$ cat config.mk
export PLATFORM = sky130hd
export DESIGN_NAME = button_debounce
export DESIGN_NICKNAME = d
export VERILOG_FILES = /design/src/rtl/button_debounce.sv
export SDC_FILE = /design/constraint.sdc
export NUM_CORES = 1
export LEC_CHECK = 0
export CORE_MARGIN = 5
export CORE_UTILIZATION = 55
export CTS_BUF_LIST = sky130_fd_sc_hd__clkbuf_16
export DETAILED_ROUTE_END_ITERATION = 6
export PLACE_DENSITY = 0.73
export SLEW_MARGIN = 20
export SYNTH_ARGS = -nofsm -noshare
export SYNTH_HDL_FRONTEND = slang
export SYNTH_SLANG_ARGS = --single-unit
$ cat constraint.sdc
create_clock -name i_CLK -period 2.6 [get_ports i_CLK]
set_input_delay 0.52 -clock i_CLK [delete_from_list [all_inputs] [get_ports i_CLK]]
set_output_delay 0.52 -clock i_CLK [all_outputs]
set_load 0.01 [all_outputs]
$ cat src/rtl/button_debounce.sv
// button_debounce: synchronizes a raw bouncing push-button pin and
// accepts a new level only after it holds for DB_CYCLES cycles.
module button_debounce #(
    parameter int SYNC_STAGES   = 2,
    parameter int DB_CYCLES     = 1_000_000,
    parameter int ACTIVE_LOW_IN = 0
) (
    input  logic i_CLK,
    input  logic i_RST,
    input  logic i_PIN,
    output logic o_BTN,
    output logic o_RISE,
    output logic o_FALL
);

    localparam int CW = $clog2(DB_CYCLES + 1);
    localparam logic [CW-1:0] CNT_LAST = CW'(DB_CYCLES - 1);
    localparam logic [CW-1:0] CNT_MAX  = CW'(DB_CYCLES);

    typedef enum logic [1:0] {
        S_LOW,
        S_WAIT_H,
        S_HIGH,
        S_WAIT_L
    } state_t;

    state_t state_q, state_d;
    logic [SYNC_STAGES-1:0] sync_q, sync_d;
    logic [CW-1:0] cnt_q, cnt_d, cnt_inc;
    logic btn_q, btn_d;
    logic rise_q, rise_d;
    logic fall_q, fall_d;
    logic pin_in;
    logic s_sync;

    assign pin_in = (ACTIVE_LOW_IN != 0) ? ~i_PIN : i_PIN;
    assign s_sync = sync_q[SYNC_STAGES-1];

    always_comb begin
        sync_d = {sync_q[SYNC_STAGES-2:0], pin_in};
    end

    // Saturating increment keeps the counter from wrapping.
    always_comb begin
        cnt_inc = (cnt_q == CNT_MAX) ? cnt_q : cnt_q + 1'b1;
    end

    always_comb begin
        state_d = state_q;
        cnt_d   = cnt_q;
        btn_d   = btn_q;
        rise_d  = 1'b0;
        fall_d  = 1'b0;
        unique case (state_q)
            S_LOW: begin
                if (s_sync) begin
                    state_d = S_WAIT_H;
                    cnt_d   = '0;
                end
            end
            S_WAIT_H: begin
                if (!s_sync) begin
                    state_d = S_LOW;
                end else if (cnt_q == CNT_LAST) begin
                    state_d = S_HIGH;
                    btn_d   = 1'b1;
                    rise_d  = 1'b1;
                end else begin
                    cnt_d = cnt_inc;
                end
            end
            S_HIGH: begin
                if (!s_sync) begin
                    state_d = S_WAIT_L;
                    cnt_d   = '0;
                end
            end
            S_WAIT_L: begin
                if (s_sync) begin
                    state_d = S_HIGH;
                end else if (cnt_q == CNT_LAST) begin
                    state_d = S_LOW;
                    btn_d   = 1'b0;
                    fall_d  = 1'b1;
                end else begin
                    cnt_d = cnt_inc;
                end
            end
            default: begin
                state_d = S_LOW;
                cnt_d   = '0;
                btn_d   = 1'b0;
            end
        endcase
    end

    always_ff @(posedge i_CLK or negedge i_RST) begin
        if (!i_RST) begin
            sync_q  <= '0;
            state_q <= S_LOW;
            cnt_q   <= '0;
            btn_q   <= 1'b0;
            rise_q  <= 1'b0;
            fall_q  <= 1'b0;
        end else begin
            sync_q  <= sync_d;
            state_q <= state_d;
            cnt_q   <= cnt_d;
            btn_q   <= btn_d;
            rise_q  <= rise_d;
            fall_q  <= fall_d;
        end
    end

    assign o_BTN  = btn_q;
    assign o_RISE = rise_q;
    assign o_FALL = fall_q;

endmodule

# Word level (Yosys, flattened, before mapping)
# Index checks and enable logic that the tools add are counted.
[op_classes] n_eq_ne=13 n_reduce_logical=5 addsub=1 n_mux=24
[ops] op="2-to-1 mux 20 bit" count=6
[ops] op="one-hot mux 20 bit (4 select lines)" count=1
[ops] op="== test 20 bit (second input constant)" count=2
[ops] op="adder 20 x 1 -> 20 bit (second input constant)" count=1
[ops] op="2-to-1 mux 2 bit" count=6
[ops] op="inequality test 2 bit (second input constant)" count=6
[ops] op="2-to-1 mux 1 bit" count=9
[ops] op="one-hot mux 2 bit (4 select lines)" count=1
[ops] op="AND reduction 4 bit" count=2
[ops] op="inequality test 3 bit (second input constant)" count=2
[ops] op="AND reduction 5 bit" count=1
[ops] op="== test 2 bit (second input constant)" count=2
[ops] op="== test 2 x 1 -> 1 bit (second input constant)" count=1
[ops] op="zero test 2 bit" count=1
[ops] op="one-hot mux 1 bit (2 select lines)" count=1
[ops] op="nonzero test 2 bit" count=1
[word_totals] ff_bits=27 in_bits=3 elab_cells=49

# Depth between registers and ports, before layout
# Gate-level depths: netlist of run 1.
[depth] word_depth=5 mapped_depth=8 depth_no_buf=7

# Worst setup path after synthesis of run 1
# No wires, ideal clock.
[synth_timing] kind="register to register" startpoint="register cnt_q[10]" endpoint="register cnt_q[14]" arrival_ps=1960 path_stages_with_launch=8 setup_slack_ps=502 setup_ps=138 period_less_slack_ps=2098 n_path_buf=2 cell_sequence="dfrtp_1 -> buf_6 -> or4_1 -> or4b_1 -> a21oi_2 -> or2_2 -> buf_6 -> o221ai_1"
[synth_via] elab_chain_cells=5
[synth_rtl] item="from (decl)" line="29" text="logic [CW-1:0] cnt_q, cnt_d, cnt_inc;"
[synth_rtl] item="from (signal assigned)" line="108" text="cnt_q <= cnt_d;"
[synth_rtl] item="adder 20 x 1 -> 20 bit or == test 20 bit (tied branches)" line="45" text="cnt_inc = (cnt_q == CNT_MAX) ? cnt_q : cnt_q + 1'b1;"
[synth_rtl] item="2-to-1 mux 20 bit" line="45"
[synth_rtl] item="2-to-1 mux 20 bit *" line="64, 81"
[synth_rtl] item="2-to-1 mux 20 bit, on equally long branches" line="79, 62"
[synth_rtl] item="one-hot mux 20 bit (4 select lines) *" line="54" text="unique case (state_q)"
# Mark *: on every way between the ends. The rest lies on a longest branch, timed or not. The select of a mux whose other input is x is not followed.
# A chain may end at the register's enable or synchronous reset.

# Final worst setup path of run 1
[layout_timing] startpoint="register cnt_q[12]" endpoint="register cnt_q[6]"
[layout_via] elab_chain_cells=5
[layout_rtl] item="== test 20 bit" line="45"
[layout_rtl] item="2-to-1 mux 20 bit" line="45"
[layout_rtl] item="2-to-1 mux 20 bit *" line="64, 81"
[layout_rtl] item="2-to-1 mux 20 bit, on equally long branches" line="79, 62"
[layout_rtl] item="one-hot mux 20 bit (4 select lines) *" line="54"
# Marked as above.

==> results_dict.tcl, run 1 <==
set metrics [dict create \
    io_pins 6 \
    period_share_pct 95.1 \
    p_leak_nw 0.639 \
    cts_root_buf "clkbuf_16" \
    diodes 0 \
    yosysTopAreaCell "dfrtp_1" \
    port_buffers 5 \
    grt_usage_pct 20.3 \
    drv_slew 0 \
    max-cap-violations 0 \
    route.detailed.drc 0 \
    clk_pin_slew_ns 0.07 \
    hp-start "sync_q[0]$_DFF_PN0_" \
    synth_edf_count 0 \
    cp-start-kind "flop" \
    detail-route-antenna-nets 0 \
    synthesis.area_um2 1560 \
    hold_viol_final 0 \
    status "complete, no violations" \
    core_area_um2 2730 \
    fp-row-count 19 \
    setup_viol 0 \
    grt_setup_unrepaired "false" \
    hold_path_class "reg -> reg" \
    via_per_inst 6.78 \
    cts_num_sinks 27 \
    wl_um 3760 \
    synth_seq_cells 27 \
    drt_pass1_iterations 4 \
    synth_top_area_share_pct 43.3 \
    synth_area_leaders "dfrtp_1, o21ai_0, nand2_1, o221ai_1, nand3b_1" \
    drive_gt1_share_pct 8.67 \
    synth_warnings 0 \
    die_w_um 63.3 \
    worst_pin_slew_ns 0.673 \
    seq_area_frac_synth_pct 43.3 \
    num_vias 1383 \
    worstSetupStartpoint "cnt_q[12]$_DFFE_PN0P_" \
    period_needed_ns 2.47 \
    place_congestion 0.882 \
    grt_max_degree 28 \
    ys.flop_type "dfrtp_1" \
    path_class "reg -> reg" \
    tns_ns 0 \
    fin_ws_ns 0.127 \
    grt_pass1_wl_um 6610 \
    r2r_start "cnt_q[12]$_DFFE_PN0P_" \
    syn_inst 169 \
    clk_latency_ns 0.26 \
    synth.top_cells.by_count "dfrtp_1, nand2_1, o21ai_0" \
    die_h_um 63.3 \
    cts_tree "built" \
    yosysMostFrequentCell "dfrtp_1" \
    cp_max_fo 20 \
    die-area_um2 4000 \
    avgSynthCellArea_um2 9.23 \
    htree_levels 1 \
    required_ns 2.72 \
    finClkSkew_ns 0.00591 \
    power_density_nw_per_um2 519 \
    area_delta_synth_final_pct 9.70 \
    holdBufCountCts 0 \
    place_hpwl_um 2520 \
    cts_setup_buffers 0 \
    irDropWorstVdd_v 0.000371 \
    initial_core_util_pct 57.1 \
    fmax_ghz 0.404 \
    end_kind "flop" \
    grt_pass1_vias 1438 \
    cts-buffers-inserted 3 \
    cts.path.max_buffers 2 \
    ys_types 40 \
    overflow 0 \
    synthArstFlopShare_pct 100 \
    synthesis.nets 174 \
    grt_antenna_before_repair 0 \
    cts_resized 0 \
    routedWlPerCell_um 18.4 \
    nets 179 \
    dp_slack_ns 0.215 \
    cp.arrival_ns 2.59 \
    drtIter0Drc 85 \
    max_slew_margin_pct 54.7 \
]
per-stage QoR:
stage          cell area, um^2  utilization [%]  power (mW)  hold slack (ns)  cells
6_report                  1710             62.6       0.888            0.356    204
5_1_grt                   1710             62.6       0.921            0.369    204
2_1_floorplan             1560                -       0.511            0.224    169
3_3_place_gp              1630             59.6       0.531            0.338    200
3_5_place_dp              1630             59.6       0.535            0.341    200
4_1_cts                   1710             62.6       0.890            0.357    204
routing by layer:
metal | up-vias | routed length (um) | share of wire (%) | track usage (%)
met5 | - | 0 | 0 | 0
met4 | 0 | 61 | 1.6 | 7.79
met3 | 8 | 209 | 5.6 | 2.84
met2 | 40 | 1840 | 49 | 32.4
met1 | 685 | 1650 | 44 | 27.7
li1 | 650 | - | - | -
cell usage in the layout (no fill, tap or decap), types with 2 or more instances in the layout:
cell / count
ha_1: 2
nand4_1: 6
or2_2: 3
and3_1: 4
clkdlybuf4s50_1: 5
mux2i_1: 2
dfrtp_1: 27
o211ai_1: 2
or4_1: 4
o311ai_1: 2
inv_1: 4
nand3b_1: 6
nor3b_1: 2
or3_1: 3
nor3_1: 8
o41ai_1: 2
nand2_1: 17
nor4_1: 2
nand2b_1: 2
o21ai_0: 14
nor2_1: 7
o221ai_1: 6
o2bb2ai_1: 5
nand3_1: 8
clkbuf_16: 3
buf_4: 6
a21oi_1: 5
nor4bb_1: 3
flip-flops by register name, summed over array words and instances (netlist names), named ones only:
| register | count |
|---|---|
| sync_q | 2 |
| o_FALL | 1 |
| cnt_q | 20 |
| state_q | 1 |
| o_BTN | 1 |
| o_RISE | 1 |
worst max-delay path, stage by stage, from the launching register on:
cell and delay, ns:
dfrtp_1 0.46, or4_1 0.54, or4b_1 0.58, a21oi_2 0.15, or2_2 0.39, o221ai_1 0.20
cells by family (layout without fill, tap and decap cells):
group / after synthesis / after routing / synth area share [%]
xor gates and xnor gates: 1 / 1 / 0.561
DFF: 27 / 27 / 43.3
AOI/OAI and AO/OA: 40 / 40 / 17.3
adders and majority gates: 2 / 2 / 1.60
buffers and inverters: 15 / 19 / 5.13
and+or+nand+nor: 80 / 80 / 29.4
muxes: 4 / 4 / 2.73
final cells by class:
| type | count | area, um^2 |
|---|---|---|
| Clock buffer | 3 | 75.1 |
| Clock inverter | 1 | 7.51 |
| Fill cell | 227 | 1020 |
| Inverter | 4 | 15.0 |
| Multi-Input combinational cell | 127 | 805 |
| Sequential cell | 27 | 676 |
| Tap cell | 31 | 38.8 |
| Timing Repair Buffer | 11 | 95.1 |
final timing paths:
check	cells after the start	slack (ns)	to
setup / recovery	5	0.13	cnt_q[6]$_DFFE_PN0P_
hold / removal	0	0.36	sync_q[1]$_DFF_PN0_
setup reg to reg	5	0.13	cnt_q[6]$_DFFE_PN0P_
hold reg to reg	0	0.36	sync_q[1]$_DFF_PN0_
max in group asynchronous	2	1.72	cnt_q[8]$_DFFE_PN0P_
min in group asynchronous	2	0.62	cnt_q[14]$_DFFE_PN0P_
where the power goes:
group / total, mW / switching (mW) / internal (mW) / leakage (nW)
Sequential: 0.459 / 0.0246 / 0.435 / 0.367
Combinational: 0.0676 / 0.0404 / 0.0272 / 0.235
Clock: 0.361 / 0.151 / 0.209 / 0.0371
Note: power is estimated with default switching activity, not from simulation.
==> inputs of run 2 (changes only) <==
RECOVER_POWER = 100   (was unset)
==> results_dict.tcl, run 2 (synthesized netlist as in run 1, its figures left out) <==
set metrics [dict create \
    status "complete, no violations" \
    fin_ws_ns 0.109 \
    drive_gt1_share_pct 7.51 \
    p_int_mw 0.670 \
    power_density_nw_per_um2 521 \
    grt_antenna_before_repair 0 \
    fin_area_um2 1700 \
    net-switching-power_mw 0.217 \
    cts_setup_buffers 0 \
    grt_usage_pct 20.3 \
    worst_pin_slew_ns 1.47 \
    route.detailed.drc 0 \
    fin_cells 204 \
    overflow 0 \
    cp_cell_sequence "or4_1 -> or4b_1 -> a21oi_2 -> clkbuf_2 -> nor3_1 -> mux2_1" \
    fp-row-count 19 \
    top_regs "cnt_q (20), sync_q (2)" \
    period_share_pct 95.8 \
    num_vias 1380 \
    required_ns 2.75 \
    period_needed_ns 2.49 \
    critPathSlowestCell "or4b_1" \
    largest-register "cnt_q" \
    pwr-share-seq_pct 51.8 \
    place_hpwl_um 2520 \
    final_common_cell "dfrtp_1" \
    grt_max_degree 28 \
    nets 179 \
    holdWs_ns 0.356 \
    wl_um 3790 \
    die_w_um 63.3 \
    clk_pin_slew_ns 0.07 \
    final_util_pct 62.2 \
    dp.cells 200 \
    tns_ns 0 \
    cp_max_fo 12 \
    fmax_ghz 0.401 \
    grt_pass1_wl_um 6610 \
    via_per_inst 6.76 \
    hold_viol_final 0 \
    max-cap-violations 0 \
    clk_latency_ns 0.26 \
    swShare_pct 24.4 \
    pwr-share-clk_pct 40.7 \
    largest_reg_flops 20 \
    cp-start-kind "flop" \
    path_class "reg -> reg" \
    totalPowerFinal_mw 0.887 \
    end_kind "flop" \
    port_buffers 5 \
    cts_tree "built" \
    die-area_um2 4000 \
    p_leak_nw 0.640 \
    io_pins 6 \
    grt_setup_unrepaired "false" \
    cts_num_sinks 27 \
    diodes 0 \
    area_delta_synth_final_pct 9.06 \
    final_cell_mix "dfrtp_1, nand2_1, o21ai_0, nand3_1, nor3_1" \
    drt_pass1_iterations 5 \
    cts_root_buf "clkbuf_16" \
    pwr-share-comb_pct 7.5 \
    die_h_um 63.3 \
    hold_path_class "reg -> reg" \
    holdBufCountCts 0 \
    detail-route-antenna-nets 0 \
    initial_core_util_pct 57.1 \
    cts_resized 0 \
    dp_slack_ns 0.215 \
    routedWlPerCell_um 18.6 \
    setup_viol 0 \
    irDropWorstVdd_v 0.000371 \
    htree_levels 1 \
    drv_slew 0 \
    place_congestion 0.882 \
    core_area_um2 2730 \
    max_slew_margin_pct 2.08 \
    cts.path.max_buffers 2 \
    grt_pass1_vias 1438 \
    cts-buffers-inserted 3 \
    finClkSkew_ns 0.00593 \
    cpPeakStageDelay_ns 0.58 \
    drtIter0Drc 98 \
    placed_area_um2 1630 \
    cp.arrival_ns 2.64 \
]
run 2: cell types whose count changed in the layout (fill, tap and decap cells not counted), sizes merged:
cell           delta
dlygate4sd3       +5
clkbuf            +3
buf               -3
clkdlybuf4s50     -5
run 2: critical path, delay by kind of cell, from the launching register on:
family                 cells  cell delay [ns]
AO/OA/AOI/OAI              1             0.15
buffers and inverters      1             0.28
flip-flops                 1             0.46
multiplexers               1             0.30
AND/OR/NAND/NOR            3             1.19
run 2: path summary, 6_finish.rpt:
check,from,to,slack (ns),cells past startpoint
setup / recovery,cnt_q[12]$_DFFE_PN0P_,cnt_q[0]$_DFFE_PN0P_,0.11,6
hold / removal,sync_q[0]$_DFF_PN0_,sync_q[1]$_DFF_PN0_,0.36,0
setup reg to reg,cnt_q[12]$_DFFE_PN0P_,cnt_q[0]$_DFFE_PN0P_,0.11,6
hold reg to reg,sync_q[0]$_DFF_PN0_,sync_q[1]$_DFF_PN0_,0.36,0
max in group asynchronous,i_RST,cnt_q[8]$_DFFE_PN0P_,0.61,2
min in group asynchronous,i_RST,cnt_q[14]$_DFFE_PN0P_,1.12,2
run 2: cell type report:
class                   instances  area, um^2
fillers                       230        1030
flip-flops and latches         27         676
inverters                       4        15.0
multi-input cells             127         805
repair buffers                 11        85.1
well taps                      31        38.8
clock buffers                   3        75.1
clock inverters                 1        7.51
run 2: power by group through the flow:
| stage | sequential (mW) | combinational (mW) | clock, mW |
|---|---|---|---|
| detailed placement | 0.467 | 0.0679 | 0 |
| finish | 0.459 | 0.0663 | 0.361 |
| global route | 0.463 | 0.0759 | 0.380 |
| global placement | 0.466 | 0.0653 | 0 |
| CTS | 0.458 | 0.0684 | 0.363 |
| floorplan | 0.455 | 0.0564 | 0 |
run 2: routing by layer:
layer	global-route usage, %	wire (um)	share of wire (%)
met1	27.7	1660	44
met2	32.4	1840	49
met3	2.84	219	5.8
met4	7.79	73	1.9
met5	0	0	0
==> inputs of run 3 (changes only) <==
MAX_ROUTING_LAYER = met4   (was unset)
==> results_dict.tcl, run 3 (synthesized netlist as in run 1, its figures left out) <==
set metrics [dict create \
    cp_max_fo 12 \
    period_needed_ns 2.50 \
    path_class "reg -> reg" \
    hold_viol_final 0 \
    holdBufCountCts 0 \
    pwr-share-seq_pct 52.0 \
    worst_pin_slew_ns 1.44 \
    cts-buffers-inserted 3 \
    final_common_cell "dfrtp_1" \
    place_hpwl_um 2520 \
    p_int_mw 0.670 \
    end_kind "flop" \
    fin_cells 204 \
    io_pins 6 \
    pwr-share-clk_pct 40.5 \
    setup_viol 0 \
    place_congestion 0.897 \
    pwr-share-comb_pct 7.5 \
    finClkSkew_ns 0.00706 \
    drt_pass1_iterations 4 \
    grt_usage_pct 20.8 \
    drive_gt1_share_pct 7.51 \
    clk_latency_ns 0.26 \
    max_slew_margin_pct 4.32 \
    tns_ns 0 \
    status "complete, no violations" \
    placed_area_um2 1630 \
    routedWlPerCell_um 18.3 \
    totalPowerFinal_mw 0.883 \
    net-switching-power_mw 0.213 \
    cp.arrival_ns 2.65 \
    diodes 0 \
    htree_levels 1 \
    cp_top_family "simple AND/OR/NAND/NOR gates" \
    core_area_um2 2730 \
    cp-start-kind "flop" \
    overflow 0 \
    drv_slew 0 \
    largest_reg_flops 20 \
    cpPeakStageDelay_ns 0.58 \
    nets 179 \
    largest-register "cnt_q" \
    cts_setup_buffers 0 \
    die_w_um 63.3 \
    irDropWorstVdd_v 0.000369 \
    cts_num_sinks 27 \
    cp_cell_sequence "or4_1 -> or4b_1 -> a21oi_2 -> clkbuf_2 -> nor3_1 -> mux2_1" \
    fin_area_um2 1700 \
    fp-row-count 19 \
    cts_resized 0 \
    grt_setup_unrepaired "false" \
    grt_max_degree 28 \
    wl_um 3730 \
    drtIter0Drc 102 \
    critPathSlowestCell "or4b_1" \
    initial_core_util_pct 57.1 \
    cts_root_buf "clkbuf_16" \
    num_vias 1375 \
    clk_pin_slew_ns 0.07 \
    route.detailed.drc 0 \
    area_delta_synth_final_pct 9.06 \
    cts.path.max_buffers 2 \
    top_regs "cnt_q (20), sync_q (2)" \
    swShare_pct 24.1 \
    final_cell_mix "dfrtp_1, nand2_1, o21ai_0, nand3_1, nor3_1" \
    cts_tree "built" \
    p_leak_nw 0.640 \
    grt_antenna_before_repair 0 \
    die-area_um2 4000 \
    required_ns 2.74 \
    period_share_pct 96.2 \
    fmax_ghz 0.400 \
    grt_pass1_wl_um 6610 \
    via_per_inst 6.74 \
    grt_pass1_vias 1434 \
    power_density_nw_per_um2 519 \
    dp.cells 200 \
    hold_path_class "reg -> reg" \
    detail-route-antenna-nets 0 \
    holdWs_ns 0.356 \
    max-cap-violations 0 \
    crit_buf_inv 1 \
    port_buffers 5 \
    die_h_um 63.3 \
]
[run 3: cell counts in the layout (fill, tap and decap cells not counted)]
Identical to the previous run, type by type.
[run 3: metrics by stage]
step	utilization, %	setup WS, ns
final	62.2	0.0984
after global routing	62.2	0.0323
after CTS	62.6	0.145
after detailed placement	59.6	0.215
after global placement	59.6	0.335
after floorplan	-	0.502
[run 3: worst register-to-register path, delay by kind of cell, from the launching register on]
kind | cells | cell delay (ns)
buffers and inverters | 1 | 0.28
AND/OR/NAND/NOR | 3 | 1.19
multiplexers | 1 | 0.30
flip-flops | 1 | 0.46
AO/OA/AOI/OAI | 1 | 0.15
[run 3: layout make-up]
cell class                 instances  area [um^2]
fill                             230         1030
clock inverter                     1         7.51
clock buffer                       3         75.1
multi-input combinational        127          805
sequential                        27          676
timing repair buffer              11         85.1
inverter                           4         15.0
tap                               31         38.8
[run 3: power by group through the flow]
stage	sequential [mW]	combinational, mW	clock (mW)
CTS	0.458	0.0684	0.363
global route	0.463	0.0759	0.380
global placement	0.466	0.0653	0
finish	0.459	0.0660	0.358
floorplan	0.455	0.0564	0
detailed placement	0.467	0.0679	0
[run 3: final timing paths]
| kind | from | endpoint | slack, ns | depth (start not counted) |
|---|---|---|---|---|
| worst max-delay path | cnt_q[12]$_DFFE_PN0P_ | cnt_q[0]$_DFFE_PN0P_ | 0.1 | 6 |
| worst min register to register | sync_q[0]$_DFF_PN0_ | sync_q[1]$_DFF_PN0_ | 0.36 | 0 |
| min in group asynchronous | i_RST | cnt_q[14]$_DFFE_PN0P_ | 1.11 | 2 |
| worst min-delay path | sync_q[0]$_DFF_PN0_ | sync_q[1]$_DFF_PN0_ | 0.36 | 0 |
| max in group asynchronous | i_RST | cnt_q[8]$_DFFE_PN0P_ | 0.64 | 2 |
| worst max register to register | cnt_q[12]$_DFFE_PN0P_ | cnt_q[0]$_DFFE_PN0P_ | 0.1 | 6 |
[run 3: routing by layer]
metal / global-route usage [%] / up-vias / part of all wire, %
li1: - / 649 / -
met1: 27.7 / 687 / 46
met2: 32.3 / 33 / 49
met3: 2.84 / 6 / 3.7
met4: 7.79 / 0 / 1.4
met5: - / - / 0
